[src/rtl/hdmi_out_timing_pkg.sv]
// Shared defaults and types for the HDMI output timing generator.
// Timing defaults are CEA-861 1280x720p60.
package hdmi_out_timing_pkg;

  localparam int RGB_W = 24;
  localparam int CNT_W = 12;

  localparam logic [CNT_W-1:0] DEF_H_ACT  = 12'd1280;
  localparam logic [CNT_W-1:0] DEF_H_FP   = 12'd110;
  localparam logic [CNT_W-1:0] DEF_H_SYNC = 12'd40;
  localparam logic [CNT_W-1:0] DEF_H_BP   = 12'd220;
  localparam logic [CNT_W-1:0] DEF_V_ACT  = 12'd720;
  localparam logic [CNT_W-1:0] DEF_V_FP   = 12'd5;
  localparam logic [CNT_W-1:0] DEF_V_SYNC = 12'd5;
  localparam logic [CNT_W-1:0] DEF_V_BP   = 12'd20;

  localparam logic [CNT_W-1:0] DEF_IMG_X0 = 12'd0;
  localparam logic [CNT_W-1:0] DEF_IMG_Y0 = 12'd0;
  localparam logic [CNT_W-1:0] DEF_IMG_W  = 12'd640;
  localparam logic [CNT_W-1:0] DEF_IMG_H  = 12'd720;

  localparam logic [RGB_W-1:0] DEF_BORDER = 24'h000000;

  typedef logic [CNT_W-1:0] cnt_t;
  typedef logic [RGB_W-1:0] rgb_t;

  typedef struct packed {
    logic active;
    logic hs;
    logic vs;
    logic win;
    logic fs;
  } tflags_t;

  // lo <= x < lo+len without overflowing the counter width
  function automatic logic in_range(cnt_t x, cnt_t lo, cnt_t len);
    return (x >= lo) && ((x - lo) < len);
  endfunction

endpackage

[src/rtl/hdmi_timing_cnt.sv]
// Horizontal/vertical raster counters with registered stage-0 slot flags.
// Holds at h=v=0 while idle; the first running cycle is pixel (0,0).
module hdmi_timing_cnt
  import hdmi_out_timing_pkg::*;
#(
  parameter cnt_t H_ACT  = DEF_H_ACT,
  parameter cnt_t H_FP   = DEF_H_FP,
  parameter cnt_t H_SYNC = DEF_H_SYNC,
  parameter cnt_t H_BP   = DEF_H_BP,
  parameter cnt_t V_ACT  = DEF_V_ACT,
  parameter cnt_t V_FP   = DEF_V_FP,
  parameter cnt_t V_SYNC = DEF_V_SYNC,
  parameter cnt_t V_BP   = DEF_V_BP,
  parameter cnt_t IMG_X0 = DEF_IMG_X0,
  parameter cnt_t IMG_Y0 = DEF_IMG_Y0,
  parameter cnt_t IMG_W  = DEF_IMG_W,
  parameter cnt_t IMG_H  = DEF_IMG_H
) (
  input  logic    clk_i,
  input  logic    rst_i,
  input  logic    run_i,
  output tflags_t flags_o,
  output logic    win_nxt_o
);

  localparam cnt_t H_TOT = H_ACT + H_FP + H_SYNC + H_BP;
  localparam cnt_t V_TOT = V_ACT + V_FP + V_SYNC + V_BP;
  localparam cnt_t HS_B  = H_ACT + H_FP;
  localparam cnt_t VS_B  = V_ACT + V_FP;

  cnt_t    h_q, h_d;
  cnt_t    v_q, v_d;
  logic    run_q;
  tflags_t fl_q, fl_d;

  function automatic tflags_t slot_flags(cnt_t h, cnt_t v);
    tflags_t f;
    f.active = (h < H_ACT) && (v < V_ACT);
    f.hs     = in_range(h, HS_B, H_SYNC);
    f.vs     = in_range(v, VS_B, V_SYNC);
    f.win    = f.active
            && in_range(h, IMG_X0, IMG_W)
            && in_range(v, IMG_Y0, IMG_H);
    f.fs     = (h == '0) && (v == '0);
    return f;
  endfunction

  always_comb begin
    h_d = h_q;
    v_d = v_q;
    if (!run_i || !run_q) begin
      h_d = '0;
      v_d = '0;
    end else if (h_q == H_TOT - 12'd1) begin
      h_d = '0;
      v_d = (v_q == V_TOT - 12'd1) ? '0 : v_q + 12'd1;
    end else begin
      h_d = h_q + 12'd1;
    end
    fl_d = run_i ? slot_flags(h_d, v_d) : '0;
  end

  always_ff @(posedge clk_i) begin
    if (rst_i) begin
      h_q   <= '0;
      v_q   <= '0;
      run_q <= 1'b0;
      fl_q  <= '0;
    end else begin
      h_q   <= h_d;
      v_q   <= v_d;
      run_q <= run_i;
      fl_q  <= fl_d;
    end
  end

  assign flags_o   = fl_q;
  assign win_nxt_o = fl_d.win;

endmodule

[src/rtl/hdmi_out_timing.sv]
// HDMI output timing: raster generation, FIFO read gating, 2-stage
// output pipeline aligning sync/DE/data, and a sticky underflow flag.
module hdmi_out_timing
  import hdmi_out_timing_pkg::*;
#(
  parameter cnt_t H_ACT  = DEF_H_ACT,
  parameter cnt_t H_FP   = DEF_H_FP,
  parameter cnt_t H_SYNC = DEF_H_SYNC,
  parameter cnt_t H_BP   = DEF_H_BP,
  parameter cnt_t V_ACT  = DEF_V_ACT,
  parameter cnt_t V_FP   = DEF_V_FP,
  parameter cnt_t V_SYNC = DEF_V_SYNC,
  parameter cnt_t V_BP   = DEF_V_BP,
  parameter logic HS_POL = 1'b1,
  parameter logic VS_POL = 1'b1,
  parameter cnt_t IMG_X0 = DEF_IMG_X0,
  parameter cnt_t IMG_Y0 = DEF_IMG_Y0,
  parameter cnt_t IMG_W  = DEF_IMG_W,
  parameter cnt_t IMG_H  = DEF_IMG_H,
  parameter rgb_t BORDER = DEF_BORDER
) (
  input  logic             pixclk_in,
  input  logic             rst,
  input  logic             init_over_tx,
  input  logic             pixel_empty,
  input  logic [RGB_W-1:0] pixel_data,
  input  logic             underflow_clr,
  output logic             pixel_req,
  output logic             vs_out,
  output logic             hs_out,
  output logic             de_out,
  output logic [RGB_W-1:0] data_out,
  output logic             frame_start,
  output logic             underflow
);

  tflags_t f0;
  logic    win_nxt;

  hdmi_timing_cnt #(
    .H_ACT (H_ACT),
    .H_FP  (H_FP),
    .H_SYNC(H_SYNC),
    .H_BP  (H_BP),
    .V_ACT (V_ACT),
    .V_FP  (V_FP),
    .V_SYNC(V_SYNC),
    .V_BP  (V_BP),
    .IMG_X0(IMG_X0),
    .IMG_Y0(IMG_Y0),
    .IMG_W (IMG_W),
    .IMG_H (IMG_H)
  ) u_cnt (
    .clk_i    (pixclk_in),
    .rst_i    (rst),
    .run_i    (init_over_tx),
    .flags_o  (f0),
    .win_nxt_o(win_nxt)
  );

  logic req_q;
  logic act1_q, hs1_q, vs1_q, fs1_q, hit1_q;
  logic de_q, hs_q, vs_q, fs_q, uf_q;
  rgb_t data_q;
  logic miss;

  // req_q shares the edge with f0, so both describe the same slot
  assign miss = f0.win & ~req_q;

  always_ff @(posedge pixclk_in) begin
    if (rst || !init_over_tx) begin
      req_q  <= 1'b0;
      act1_q <= 1'b0;
      hs1_q  <= 1'b0;
      vs1_q  <= 1'b0;
      fs1_q  <= 1'b0;
      hit1_q <= 1'b0;
      de_q   <= 1'b0;
      hs_q   <= ~HS_POL;
      vs_q   <= ~VS_POL;
      fs_q   <= 1'b0;
      data_q <= '0;
    end else begin
      req_q  <= win_nxt & ~pixel_empty;
      act1_q <= f0.active;
      hs1_q  <= f0.hs;
      vs1_q  <= f0.vs;
      fs1_q  <= f0.fs;
      hit1_q <= req_q;
      de_q   <= act1_q;
      hs_q   <= hs1_q ? HS_POL : ~HS_POL;
      vs_q   <= vs1_q ? VS_POL : ~VS_POL;
      fs_q   <= fs1_q;
      if (!act1_q)
        data_q <= '0;
      else if (hit1_q)
        data_q <= pixel_data;
      else
        data_q <= BORDER;
    end
  end

  always_ff @(posedge pixclk_in) begin
    if (rst)
      uf_q <= 1'b0;
    else if (miss)
      uf_q <= 1'b1;
    else if (underflow_clr)
      uf_q <= 1'b0;
  end

  assign pixel_req   = req_q;
  assign de_out      = de_q;
  assign hs_out      = hs_q;
  assign vs_out      = vs_q;
  assign frame_start = fs_q;
  assign data_out    = data_q;
  assign underflow   = uf_q;

endmodule

[config.mk]
export PLATFORM = sky130hd
export DESIGN_NAME = hdmi_out_timing
export DESIGN_NICKNAME = d
export VERILOG_FILES = /design/src/rtl/hdmi_out_timing_pkg.sv /design/src/rtl/hdmi_timing_cnt.sv /design/src/rtl/hdmi_out_timing.sv
export SDC_FILE = /design/constraint.sdc
export NUM_CORES = 1
export LEC_CHECK = 0
export ABC_AREA = 0
export BUFFER_PORTS_ARGS = -buffer_cell sky130_fd_sc_hd__buf_2
export CORE_MARGIN = 4
export CORE_UTILIZATION = 54
export DETAILED_ROUTE_END_ITERATION = 6
export PLACE_DENSITY = 0.86
export SLEW_MARGIN = 0
export SYNTH_ARGS = -nofsm -noshare
export SYNTH_HDL_FRONTEND = slang
export SYNTH_SLANG_ARGS = --single-unit
[constraint.sdc]
create_clock -name pixclk_in -period 3 [get_ports pixclk_in]
set_input_delay 0.6 -clock pixclk_in [delete_from_list [all_inputs] [get_ports pixclk_in]]
set_output_delay 0.6 -clock pixclk_in [all_outputs]
set_load 0.02 [all_outputs]
==> results of run 1 <==
stage by stage:
step	worst slack, ns	util [%]	hold slack [ns]
6_report	0.167	68.4	0.417
5_1_grt	0.0249	68.4	0.409
4_1_cts	0.205	68.4	0.401
3_5_place_dp	0.223	64.9	0.418
3_3_place_gp	0.265	64.9	0.409
2_1_floorplan	0.354	-	0.406
cells in the mapped netlist (2+ instances only):
cell / number / area [um^2]
nand2b_1: 2 / 12.5
nand2_1: 18 / 67.6
a21oi_1: 10 / 50.1
ha_1: 4 / 50.1
o21bai_1: 3 / 22.5
inv_1: 8 / 30.0
nor2_1: 31 / 116
nor4_1: 4 / 25.0
o31ai_1: 4 / 30.0
xor2_1: 6 / 52.6
o21a_1: 2 / 15.0
nand3b_1: 2 / 15.0
a211o_1: 2 / 17.5
a211oi_1: 2 / 15.0
nor3_1: 14 / 70.1
a31oi_1: 4 / 25.0
o311ai_0: 2 / 17.5
o21ai_0: 9 / 45.0
clkbuf_1: 14 / 52.6
dfxtp_1: 65 / 1300
or4b_2: 2 / 20.0
buf_2: 3 / 15.0
nand3_1: 10 / 50.1
xnor2_1: 13 / 114
a31o_2: 3 / 26.3
or3_1: 2 / 12.5
nor3b_1: 3 / 22.5
nor2b_1: 7 / 43.8
nand4_1: 13 / 81.3
nor4b_1: 3 / 26.3
and3_1: 6 / 37.5
and4_1: 6 / 52.6
and2_1: 34 / 213
o211a_1: 2 / 20.0
power groups by stage:
| stage | registers (W) | logic [W] | clock network (W) |
|---|---|---|---|
| 2_1_floorplan | 0.000892 | 0.0000147 | 0 |
| 3_3_place_gp | 0.000890 | 0.0000436 | 0 |
| 3_5_place_dp | 0.000891 | 0.0000445 | 0 |
| 4_1_cts | 0.000871 | 0.0000449 | 0.000711 |
| 5_1_grt | 0.000871 | 0.0000499 | 0.000753 |
| 6_report | 0.000871 | 0.0000450 | 0.000700 |
registers in the layout (all words and copies together), names as in the netlist:
| name | cells |
|---|---|
| u_cnt.run_q | 1 |
| frame_start | 1 |
| de_out | 1 |
| u_cnt.v_q | 12 |
| hs_out | 1 |
| pixel_req | 1 |
| vs1_q | 1 |
| data_out | 24 |
| vs_out | 1 |
| u_cnt.flags_o | 5 |
| hit1_q | 1 |
| underflow | 1 |
| hs1_q | 1 |
| act1_q | 1 |
| fs1_q | 1 |
| u_cnt.h_q | 12 |
cells by family after synthesis:
group | share of synthesized area [%]
flops | 43.8
mux | 0.337
buf+inv | 3.28
fa+ha+maj | 1.68
compound gates | 12.8
xor+xnor | 5.60
simple gates | 32.6
repair_timing:
item                                    in CTS  in global routing
hold buffers                                 0                  0
endpoints found under the setup margin       0                  1
resized for setup                            0                  1
endpoints found under the hold margin        0                  0
per-layer routing:
metal,up-vias,track usage (%)
met1,1257,29.7
met2,90,36.5
met4,0,8.80
met5,-,0
li1,1336,-
met3,18,7.27
area by class of cell:
type | instances | area (um^2) | area share (%)
clock inverter | 6 | 60.1 | 1.68
inverter | 8 | 30.0 | 0.838
multi-input combinational | 246 | 1580 | 44.0
tap | 70 | 87.6 | 2.44
timing repair buffer | 73 | 403 | 11.2
clock buffer | 9 | 124 | 3.46
sequential | 65 | 1300 | 36.3
final timing paths:
path | startpoint | end | slack, ns | depth (start not counted)
setup / recovery | u_cnt.h_q[7]$_SDFF_PP0_ | u_cnt.flags_o[2]$_SDFF_PP0_ | 0.17 | 7
hold / removal | pixel_empty | pixel_req$_SDFF_PP0_ | 0.42 | 2
setup reg to reg | u_cnt.h_q[7]$_SDFF_PP0_ | u_cnt.flags_o[2]$_SDFF_PP0_ | 0.17 | 7
hold reg to reg | hs1_q$_SDFF_PP0_ | hs_out$_SDFF_PP0_ | 0.43 | 1
==> impl.org, run 1 <==
** Setup path
- Critical path cell sequence :: or4_4 -> or3_1 -> a2111oi_1 -> o21ai_0 -> a221o_1 -> o21bai_1 -> and4bb_1
- Crit path max-delay cell type :: or4_4
- For this run, the slowest stage of the critical path takes 0.57 ns.
- The number of buffers and inverters on the critical path is 0.
- STA puts the critical path data required time at 3.23 ns.
- Kind of end point of the critical path :: register
- Data arrives at the worst endpoint at 3.06 ns.
- Worst path top cell family by delay :: simple AND/OR/NAND/NOR gates
- Kind of start point of the critical path :: register
- CP Class :: reg -> reg
- Max FO, Critical Path :: 7

** Routing
- Post-route antenna net violation count :: 0
- After detailed routing, the met2 layer carries 3710 um of wire.
- Across all layers, the routed design uses 2,701 vias.
- Detail Route met3 WL :: 433 um
- Highest metal layer used by the detailed router :: met4
- Wire length reported by the detailed router :: 7430 um
- DRT iter0 DRCs :: 357
- DR pass1 iterations :: 5
- In the final routing, the length of wire on met1 measures 3120 um.
- Post-detailed-route via-to-cell ratio :: 5.66
- DRC violation count after routing :: 0
- After detailed routing, the average wire length per cell comes to 15.6 um.

** Yosys
- Averaged over all synthesized cells, the footprint is 8.85 um^2.
- After synthesis, the netlist uses 57 different library cells.
- Counting flops with an async set or reset pin after synthesis yields a share of 0%.
- The synthesized design contains 65 register bits.
- Summing every instance area after synthesis gives 0.00297 mm^2.
- After technology mapping, the gate count stands at 336.
- The synthesized design contains 0 enable-type register cells.
- Sequential-to-total area share from yosys stat :: 43.8%
- In the synthesized netlist the dominant register cell turns out to be dfxtp_1.
- Total nets after synthesis :: 369
- Yosys printed 0 warnings.

** CTS
- CTS tree :: done
- Root Buffer :: clkbuf_8
- In this run the number of H-tree levels came out at 3.
- In this run the post-CTS setup repair buffer count came out at 0.
- Counting every sink on the clock net gives 65.
- TritonCTS Buffers :: 9
- Clock latency on the worst-skew pair :: 0.34 ns
- After clock tree synthesis, the clock-pin slew on the worst setup and hold paths is 0.07 ns.
- The longest clock path from root to sink contains 2 buffers.

** STA
- Highest Clock Rate :: 353 MHz
- In the final timing run, aggregate negative setup slack is 0 ns.
- Setup repair after global routing missed its margin :: no
- Final Cycle Share :: 94.4%
- On the final layout, the worst clock skew is 0.00545 ns.
- The number of max-slew violations in the final report is 0.
- At the pin with the least slew margin, the transition time is 0.596 ns.
- Subtracting the final worst setup slack from the clock period gives 2.83 ns.
- Worst slew margin relative to its limit :: 60.3%
- The count of endpoints failing hold in the final timing report was 0.
- Setup violations remaining at the end of the flow were counted as 0.

** Flow run
- Number of max-cap violations :: 0

** GRT
- The first global-routing pass estimated 11,800 um of wire.
- Entering global routing, the biggest net connects 25 pins.
- Global-route congestion overflow total :: 0
- Initial antenna violation count :: 0
- Vias in the first global route :: 2,495
- Global Route Usage Sum :: 23.2%

** Placed design
- The HPWL after detailed placement is 5520 um.
- Placement Cell Area :: 0.00340 mm^2
- Buffers added on ports :: 58
- Count of placed standard cells including taps :: 462
- The congestion estimate from routability-driven global placement came to 0.969.

** Power
- Switching portion of total power :: 21.7%
- Dividing total power by cell area gives a power density of 451 mW/mm^2.
- Of the total power, registers draw 53.9%.
- Leakage component of the power :: 1.44 nW
- Per report_power, the combinational group accounts for 2.8% of the total.
- Total chip power :: 0.00162 W
- IR analysis of the VDD net gives a maximum drop of 0.000414 V.
- The analysis attributes to net switching a power of 0.000351 W.
- Per report_power, the clock group accounts for 43.3% of the total.
- Cell internal power was estimated by the tool at 0.00126 W.

** Layout
- Non-Filler Instances :: 477
- After routing the design area is 0.00358 mm^2.
- The area growth from synthesis to layout is 20.5%.
- Of the cells placed in the final design, the portion with a size suffix greater than 1 is 23.8%.
- Fill cells in the final layout number 404.
- Most frequent cells in the layout :: dfxtp_1, buf_2, and2_1, nor2_1, nand2_1
- Most common library cell in the layout ignoring fill and taps :: dfxtp_1
- Number of nets in the layout :: 436
- The repair_antennas step left the layout with diodes totalling 0.

** Outcome
- Run status :: finished, final reports clean

** Floorplanning
- The die is 82.2 um tall.
- The total area inside the core boundary comes to 0.00524 mm^2.
- The die is 82.2 um wide.
- The floorplan step defined a die boundary enclosing 0.00676 mm^2.
- Initial cell density of the core :: 56.8%
- Std cell rows :: 26
- I/O pins :: 59

** Worst hold path
- Type of the tightest min-delay check :: in -> reg
(Power assumes the default switching activity.)
==> run 2: changes to the inputs <==
--- a/config.mk
+++ b/config.mk
@@ -10,7 +10,7 @@
 export CORE_MARGIN = 4
 export CORE_UTILIZATION = 54
 export DETAILED_ROUTE_END_ITERATION = 6
-export PLACE_DENSITY = 0.86
+export PLACE_DENSITY_LB_ADDON = 0.2
 export SLEW_MARGIN = 0
 export SYNTH_ARGS = -nofsm -noshare
 export SYNTH_HDL_FRONTEND = slang
==> run 2 against run 1 <==
Net effect: total power up 8.7%; cell count is 0.21% higher; first-iteration DRC count is 28% lower; fmax is 1.1% higher; critical path depth unchanged; count of clock-buffer cells in the layout increased by 1; sequential power hardly changed; sequential cell count did not move; setup slack improved by 0.031 ns.
==> impl.org, run 2 (synthesis gave the netlist of run 1 again) <==
** Outcome
- Run status: finished, final reports clean (unchanged).

** Worst hold path
- The hold path depth is 1 (was 2).
- The path class of the lowest-slack min-delay path is reg -> reg (was in -> reg).

** CTS
- The count of hold-fix buffers inserted at cts came to 0 (unchanged).
- The CTS buffer count is 9 (unchanged).
- The clock root buffer was clkbuf_8 (unchanged).
- The TritonCTS clock tree is done (unchanged).
- The clock-pin transition on the worst setup and hold timing paths is 0.08 ns (was 0.07 ns).
- Number of H-tree branching levels :: 3 (unchanged)
- The clock sink total came to 65 (unchanged).
- Number of buffers on the longest clock path :: 2 (unchanged)
- Clock latency on the worst-skew pair :: 0.33 ns (was 0.34 ns)

** Routing
- DRT iter0 DRCs :: 257 (was 357)
- The remaining design rule violation count was 0 (unchanged).
- The detailed-router iteration count before antenna repair was 5 (unchanged).
- Wire length reported by the detailed router :: 7200 um (was 7430 um)
- Average routed wire per standard cell :: 15.1 um (was 15.6 um)
- Total number of vias :: 2,726 (was 2,701)
- Post-detailed-route via-to-cell ratio :: 5.70 (was 5.66)
- Post-route antenna net violation count :: 0 (unchanged)

** GRT
- Global-route congestion overflow total :: 0 (unchanged)
- Wire length of the first global-routing pass :: 11,700 um (was 11,800 um)
- Pin count of the biggest net entering global routing :: 25 (unchanged)
- The initial antenna violation count came to 0 (unchanged).
- Global Route Usage Sum :: 22.8% (was 23.2%)
- The number of global-route vias before repair came to 2,504 (was 2,495).

** Layout
- Number of nets in the layout :: 436 (unchanged)
- The post-route non-filler standard cell count was 478 (was 477).
- The most common cell after layout, fill and taps aside was dfxtp_1 (unchanged).
- Area of all sequential standard cells :: 0.00130 mm^2 (unchanged)
- Post-layout util :: 69.3% (was 68.4%)
- Count of fill cells added during filler insertion :: 449 (was 404)
- The post-route standard cell area excluding fillers is 0.00363 mm^2 (was 0.00358 mm^2).
- Multi-input logic area :: 0.00158 mm^2 (about the same)
- Count of antenna diodes in the layout :: 0 (unchanged)
- Layout overhead on the synthesized area :: 22.0% (was 20.5%)
- The flip-flop count of the largest register after layout came to 24 (unchanged).
- Most frequent cells in the layout: dfxtp_1, buf_2, and2_1, nor2_1, nand2_1 (unchanged).
- Fraction of final layout cells with drive strength greater than 1 :: 24.0% (was 23.8%)

** Floorplanning
- I/O pins :: 59 (unchanged)
- The cell row count is 26 (unchanged).
- The initial core utilization is 56.8% (unchanged).
- The die span in x was 82.2 um (unchanged).
- The die footprint was 0.00676 mm^2 (unchanged).
- The height of the die came to 82.2 um (unchanged).
- Placeable Area :: 0.00524 mm^2 (unchanged)

** Placed design
- The routability congestion estimate is 0.947 (was 0.969).
- The instance area at placement came to 0.00340 mm^2 (unchanged).
- The count of buffers inserted at the top-level ports was 58 (unchanged).
- DP Wirelength :: 5270 um (was 5520 um)
- The cell count after placement came to 462 (unchanged).

** Setup path
- Crit path max-delay cell type :: or4_4 (unchanged)
- Kind of end point of the critical path :: register (unchanged)
- The type of origin of the critical path was a register (unchanged).
- The depth of the worst register-to-register path came to 7 (unchanged).
- The number of cells on the critical path was 7 (unchanged).
- Worst path top cell family by delay :: simple AND/OR/NAND/NOR gates (unchanged)
- The data arrival time of the critical path is 3.03 ns (was 3.06 ns).
- The data required time of the critical path was 3.23 ns (about the same).
- The longest individual stage delay on the worst path was 0.57 ns (about the same).
- CP Class :: reg -> reg (unchanged)
- Critical path cell sequence: or4_4 -> or3_1 -> a211o_1 -> a211o_1 -> a221o_1 -> o21bai_1 -> and4bb_1 (was or4_4 -> or3_1 -> a2111oi_1 -> o21ai_0 -> a221o_1 -> o21bai_1 -> and4bb_1).
- Total buffers and inverters traversed by the critical path :: 0 (unchanged)
- Most prevalent standard cell on the critical path :: a211o_1
- The largest fanout of any net on the critical path came to 7 (unchanged).

** STA
- Worst slew margin relative to its limit :: 60.2% (was 60.3%)
- The achievable clock frequency was 357 MHz (was 353 MHz).
- The total negative slack for setup checks came to 0 ns (unchanged).
- Setup repair after global routing missed its margin :: no (unchanged)
- Final Skew :: 0.00902 ns (was 0.00545 ns)
- Worst hold slack after final layout :: 0.421 ns (was 0.417 ns)
- Time the worst path needs with I/O delays and setup :: 2.80 ns (was 2.83 ns)
- Final Cycle Share :: 93.4% (was 94.4%)
- Hold Vio Cnt, Final :: 0 (unchanged)
- The number of max-slew violations in the final report came to 0 (unchanged).
- The slew at the pin with the worst max-slew slack came to 0.598 ns (was 0.596 ns).
- Final Setup Violations :: 0 (unchanged)

** Power
- The power density over cell area was 484 mW/mm^2 (was 451 mW/mm^2).
- The leakage component of the power came to 1.47 nW (was 1.44 nW).
- The highest ir drop seen on vdd is 0.000624 V (was 0.000414 V).

** Flow run
- Number of max-cap violations :: 0 (unchanged)
## run 2: final cells by class
class / instances / area share, %
Clock buffer: 10 / 3.79
Clock inverter: 6 / 2.48
Inverter: 8 / 0.827
Multi-Input combinational cell: 246 / 43.5
Sequential cell: 65 / 35.8
Tap cell: 70 / 2.41
Timing Repair Buffer: 73 / 11.1
## run 2: path summary, 6_finish.rpt
check	start	end	slack (ns)
setup reg to reg	u_cnt.h_q[7]$_SDFF_PP0_	u_cnt.flags_o[2]$_SDFF_PP0_	0.20
hold reg to reg	u_cnt.flags_o[4]$_SDFF_PP0_	act1_q$_SDFF_PP0_	0.42
setup / recovery	u_cnt.h_q[7]$_SDFF_PP0_	u_cnt.flags_o[2]$_SDFF_PP0_	0.20
hold / removal	u_cnt.flags_o[4]$_SDFF_PP0_	act1_q$_SDFF_PP0_	0.42
## run 2: where the power goes
| part | switching, W | leakage (nW) | total, W | internal, W |
|---|---|---|---|---|
| combinational | 0.0000221 | 0.828 | 0.0000445 | 0.0000224 |
| sequential | 0.00000251 | 0.525 | 0.000871 | 0.000868 |
| clock | 0.000348 | 0.113 | 0.000841 | 0.000493 |
## run 2: worst reg2reg max path: stages (launching register included)
cell	delay [ns]
dfxtp_1	0.37
or4_4	0.57
or3_1	0.48
a211o_1	0.33
a211o_1	0.30
a221o_1	0.32
o21bai_1	0.16
and4bb_1	0.19
## run 2: layer usage
layer	up-vias	global-route usage, %	share of wire (%)
met5	-	0	0
met4	0	10.5	2.9
met3	24	5.53	6.8
met2	113	34.1	48
met1	1252	30.8	42
li1	1337	-	-
## run 2: timing repair
| item | CTS | global route |
|---|---|---|
| resized for setup | 0 | 1 |
| setup endpoints to repair | 0 | 1 |
| setup buffers | 0 | 0 |
| endpoints found under the hold margin | 0 | 0 |
## run 2: per-stage QoR
stage	worst slack, ns	total power (W)
detailed placement	0.121	0.000935
global placement	0.256	0.000933
CTS	0.111	0.00177
global route	0.00266	0.00182
floorplan	0.354	0.000907
finish	0.199	0.00176
==> run 3: changes to the inputs <==
--- a/config.mk
+++ b/config.mk
@@ -8,7 +8,7 @@
 export ABC_AREA = 0
 export BUFFER_PORTS_ARGS = -buffer_cell sky130_fd_sc_hd__buf_2
 export CORE_MARGIN = 4
-export CORE_UTILIZATION = 54
+export CORE_UTILIZATION = 50
 export DETAILED_ROUTE_END_ITERATION = 6
 export PLACE_DENSITY_LB_ADDON = 0.2
 export SLEW_MARGIN = 0
==> run 3 against run 2 <==
Net effect: global-route usage fell by 2.2 points; cell count did not move; combinational power barely moved; first-iteration DRC count fell by 9.3%; non-clock buffer count fell by 2; via count fell by 0.95%; register-to-register slack got worse by 0.04 ns; total power rose by 0.39%; routed wire length rose by 1.8%; largest power group unchanged; highest routed layer unchanged.
==> impl.org, run 3 (synthesis gave the netlist of run 1 again) <==
** Floorplanning
- The height of the die was 85.1 um (was 82.2 um).
- Std cell rows :: 27 (was 26)
- The top-level port count was 59 (unchanged).
- The area of the core came to 0.00564 mm^2 (was 0.00524 mm^2).
- The die footprint is 0.00725 mm^2 (was 0.00676 mm^2).
- The initial core utilization came to 52.7% (was 56.8%).
- The die span in x is 85.1 um (was 82.2 um).

** GRT
- The global-route congestion overflow total came to 0 (unchanged).
- Initial antenna violation count :: 0 (unchanged)
- Wire length of the first global-routing pass :: 11,900 um (was 11,700 um)
- The overall track demand over capacity in global routing was 20.5% (was 22.8%).
- The number of global-route vias before repair is 2,519 (was 2,504).
- The pin count of the biggest net entering global routing came to 25 (unchanged).

** STA
- Pins over their slew limit :: 0 (unchanged)
- The final setup violation count was 0 (unchanged).
- The part of the cycle the worst path needs was 94.8% (was 93.4%).
- Worst slew margin relative to its limit :: 56.8% (was 60.2%)
- Hold Vio Cnt, Final :: 0 (unchanged)
- The final critical-path setup slack came to 0.157 ns (was 0.199 ns).
- The minimum period implied by the final worst setup slack was 2.84 ns (was 2.80 ns).
- Sum Neg Setup Slack :: 0 ns (unchanged)
- The slew at the pin with the worst max-slew slack came to 0.648 ns (was 0.598 ns).
- Setup repair after global routing missed its margin :: no (unchanged)
- Final Skew :: 0.00998 ns (was 0.00902 ns)
- Highest Clock Rate :: 352 MHz (was 357 MHz)

** Layout
- The area of the multi-input gates was 0.00158 mm^2 (unchanged).
- Max reg flops :: 24 (unchanged)
- Most frequent cells in the layout :: dfxtp_1, buf_2, and2_1, nor2_1, nand2_1 (unchanged)
- Fraction of final layout cells with drive strength greater than 1 :: 23.9% (was 24.0%)
- The post-route standard cell area excluding fillers came to 0.00362 mm^2 (was 0.00363 mm^2).
- Area of all sequential standard cells :: 0.00130 mm^2 (about the same)
- Number of nets in the layout :: 434 (was 436)
- Non-Filler Instances :: 478 (unchanged)
- The area added between synthesis and finish is 21.7% (was 22.0%).
- The post-route core utilization was 64.1% (was 69.3%).
- Count of antenna diodes in the layout :: 0 (unchanged)
- The count of filler cells inserted in the layout is 475 (was 449).
- The most common cell after layout, fill and taps aside is dfxtp_1 (unchanged).

** Routing
- Total number of vias :: 2,700 (was 2,726)
- Met2 Routed Length :: 3630 um (was 3470 um)
- The detailed-router iteration count before antenna repair came to 5 (unchanged).
- The average wire per cell in the routed design was 15.3 um (was 15.1 um).
- The wire length on met3 was 480 um (was 487 um).
- Metal1 wirelength :: 3110 um (was 3030 um)
- The via-per-instance ratio came to 5.65 (was 5.70).
- The detailed-route wire length is 7330 um (was 7200 um).
- The remaining antenna violation count is 0 (unchanged).
- The initial DRC count was 233 (was 257).
- DRC violation count after routing :: 0 (unchanged)
- The highest routing layer actually used was met4 (unchanged).

** CTS
- Number of sinks handled by clock tree synthesis :: 65 (unchanged)
- Number of H-tree branching levels :: 3 (unchanged)
- The post-cts resize count is 0 (unchanged).
- The later-pin clock latency in the skew report was 0.35 ns (was 0.33 ns).
- Clock transition at the registers of the reported paths :: 0.08 ns (about the same)
- Number of buffers on the longest clock path :: 2 (unchanged)
- The clock root buffer is clkbuf_8 (unchanged).
- CTS tree :: done (unchanged)
- Post-CTS Setup Bufs :: 0 (unchanged)
- TritonCTS Buffers :: 9 (unchanged)
- The count of hold-fix buffers inserted at cts is 0 (unchanged).

** Setup path
- Crit path max-delay cell type :: or4_4 (unchanged)
- The type of origin of the critical path is a register (unchanged).
- The data required time of the critical path was 3.24 ns (was 3.23 ns).
- Max FO, Critical Path :: 7 (unchanged)
- The kind of capture point of the worst setup path is a register (unchanged).
- The critical path start-end classification was reg -> reg (unchanged).
- The longest individual stage delay on the worst path was 0.57 ns (about the same).
- Critical path cell sequence: or4_4 -> or3_1 -> a211o_1 -> a211o_1 -> a221o_1 -> o21bai_1 -> and4bb_1 (unchanged).
- Slack of the worst reg-to-reg path :: 0.16 ns (was 0.20 ns)
- The most frequent cell on the critical path was a211o_1 (unchanged).
- The total buffers and inverters traversed by the critical path came to 0 (unchanged).
- The category of cells accounting for the largest share of critical-path delay was simple AND/OR/NAND/NOR gates (unchanged).
- CP arrival :: 3.08 ns (was 3.03 ns)

** Placed design
- The count of buffers inserted at the top-level ports is 58 (unchanged).
- The worst slack at placement is 0.198 ns (was 0.121 ns).
- Count of placed standard cells including taps :: 462 (unchanged)
- The HPWL after detailed placement is 5170 um (was 5270 um).
- The routability congestion estimate came to 0.940 (was 0.947).
- Placement Cell Area :: 0.00338 mm^2 (was 0.00340 mm^2)

** Worst hold path
- The path class of the lowest-slack min-delay path was reg -> reg (unchanged).

** Power
- Worst IR Drop VDD :: 0.000509 V (was 0.000624 V)
- Leakage component of the power :: 1.45 nW (was 1.47 nW)
- The power density over cell area was 487 mW/mm^2 (was 484 mW/mm^2).

** Flow run
- Number of max-cap violations :: 0 (unchanged)

** Outcome
- Run status: finished, final reports clean (unchanged).
run 3: cell types whose count changed in the layout (fill, tap and decap cells not counted):
cell        change
buf_4           -2
clkbuf_8        -1
clkinv_2        -1
clkinv_4        +1
clkinvlp_4      +1
dfxtp_1         -1
dfxtp_2         +1
inv_6           -1
inv_8           +1
run 3: per-layer routing:
layer	vias to the layer above	global-route usage [%]
li1	1341	-
met1	1245	25.6
met2	103	33.8
met3	11	5.44
met4	0	8.06
met5	-	0
run 3: worst paths after layout:
check,startpoint,to,cells after the start
hold reg to reg,u_cnt.flags_o[0]$_SDFF_PP0_,fs1_q$_SDFF_PP0_,1
setup / recovery,u_cnt.h_q[7]$_SDFF_PP0_,u_cnt.flags_o[2]$_SDFF_PP0_,7
hold / removal,u_cnt.flags_o[0]$_SDFF_PP0_,fs1_q$_SDFF_PP0_,1
setup reg to reg,u_cnt.h_q[7]$_SDFF_PP0_,u_cnt.flags_o[2]$_SDFF_PP0_,7
run 3: layout make-up:
type	count	share of cell area, %
multi-input combinational	246	43.7
clock buffer	9	3.42
tap	72	2.49
inverter	8	0.830
sequential	65	36.0
timing repair buffer	71	10.7
clock inverter	7	2.87
run 3: where the power goes:
| group | leakage, nW | switching, W | internal (W) |
|---|---|---|---|
| sequential | 0.526 | 0.00000252 | 0.000868 |
| combinational | 0.817 | 0.0000223 | 0.0000224 |
| clock | 0.108 | 0.000372 | 0.000476 |
run 3: per-stage QoR:
stage | total power, W | hold WS (ns)
finish | 0.00176 | 0.423
global route | 0.00182 | 0.425
CTS | 0.00177 | 0.422
detailed placement | 0.000935 | 0.413
global placement | 0.000934 | 0.411
floorplan | 0.000907 | 0.406
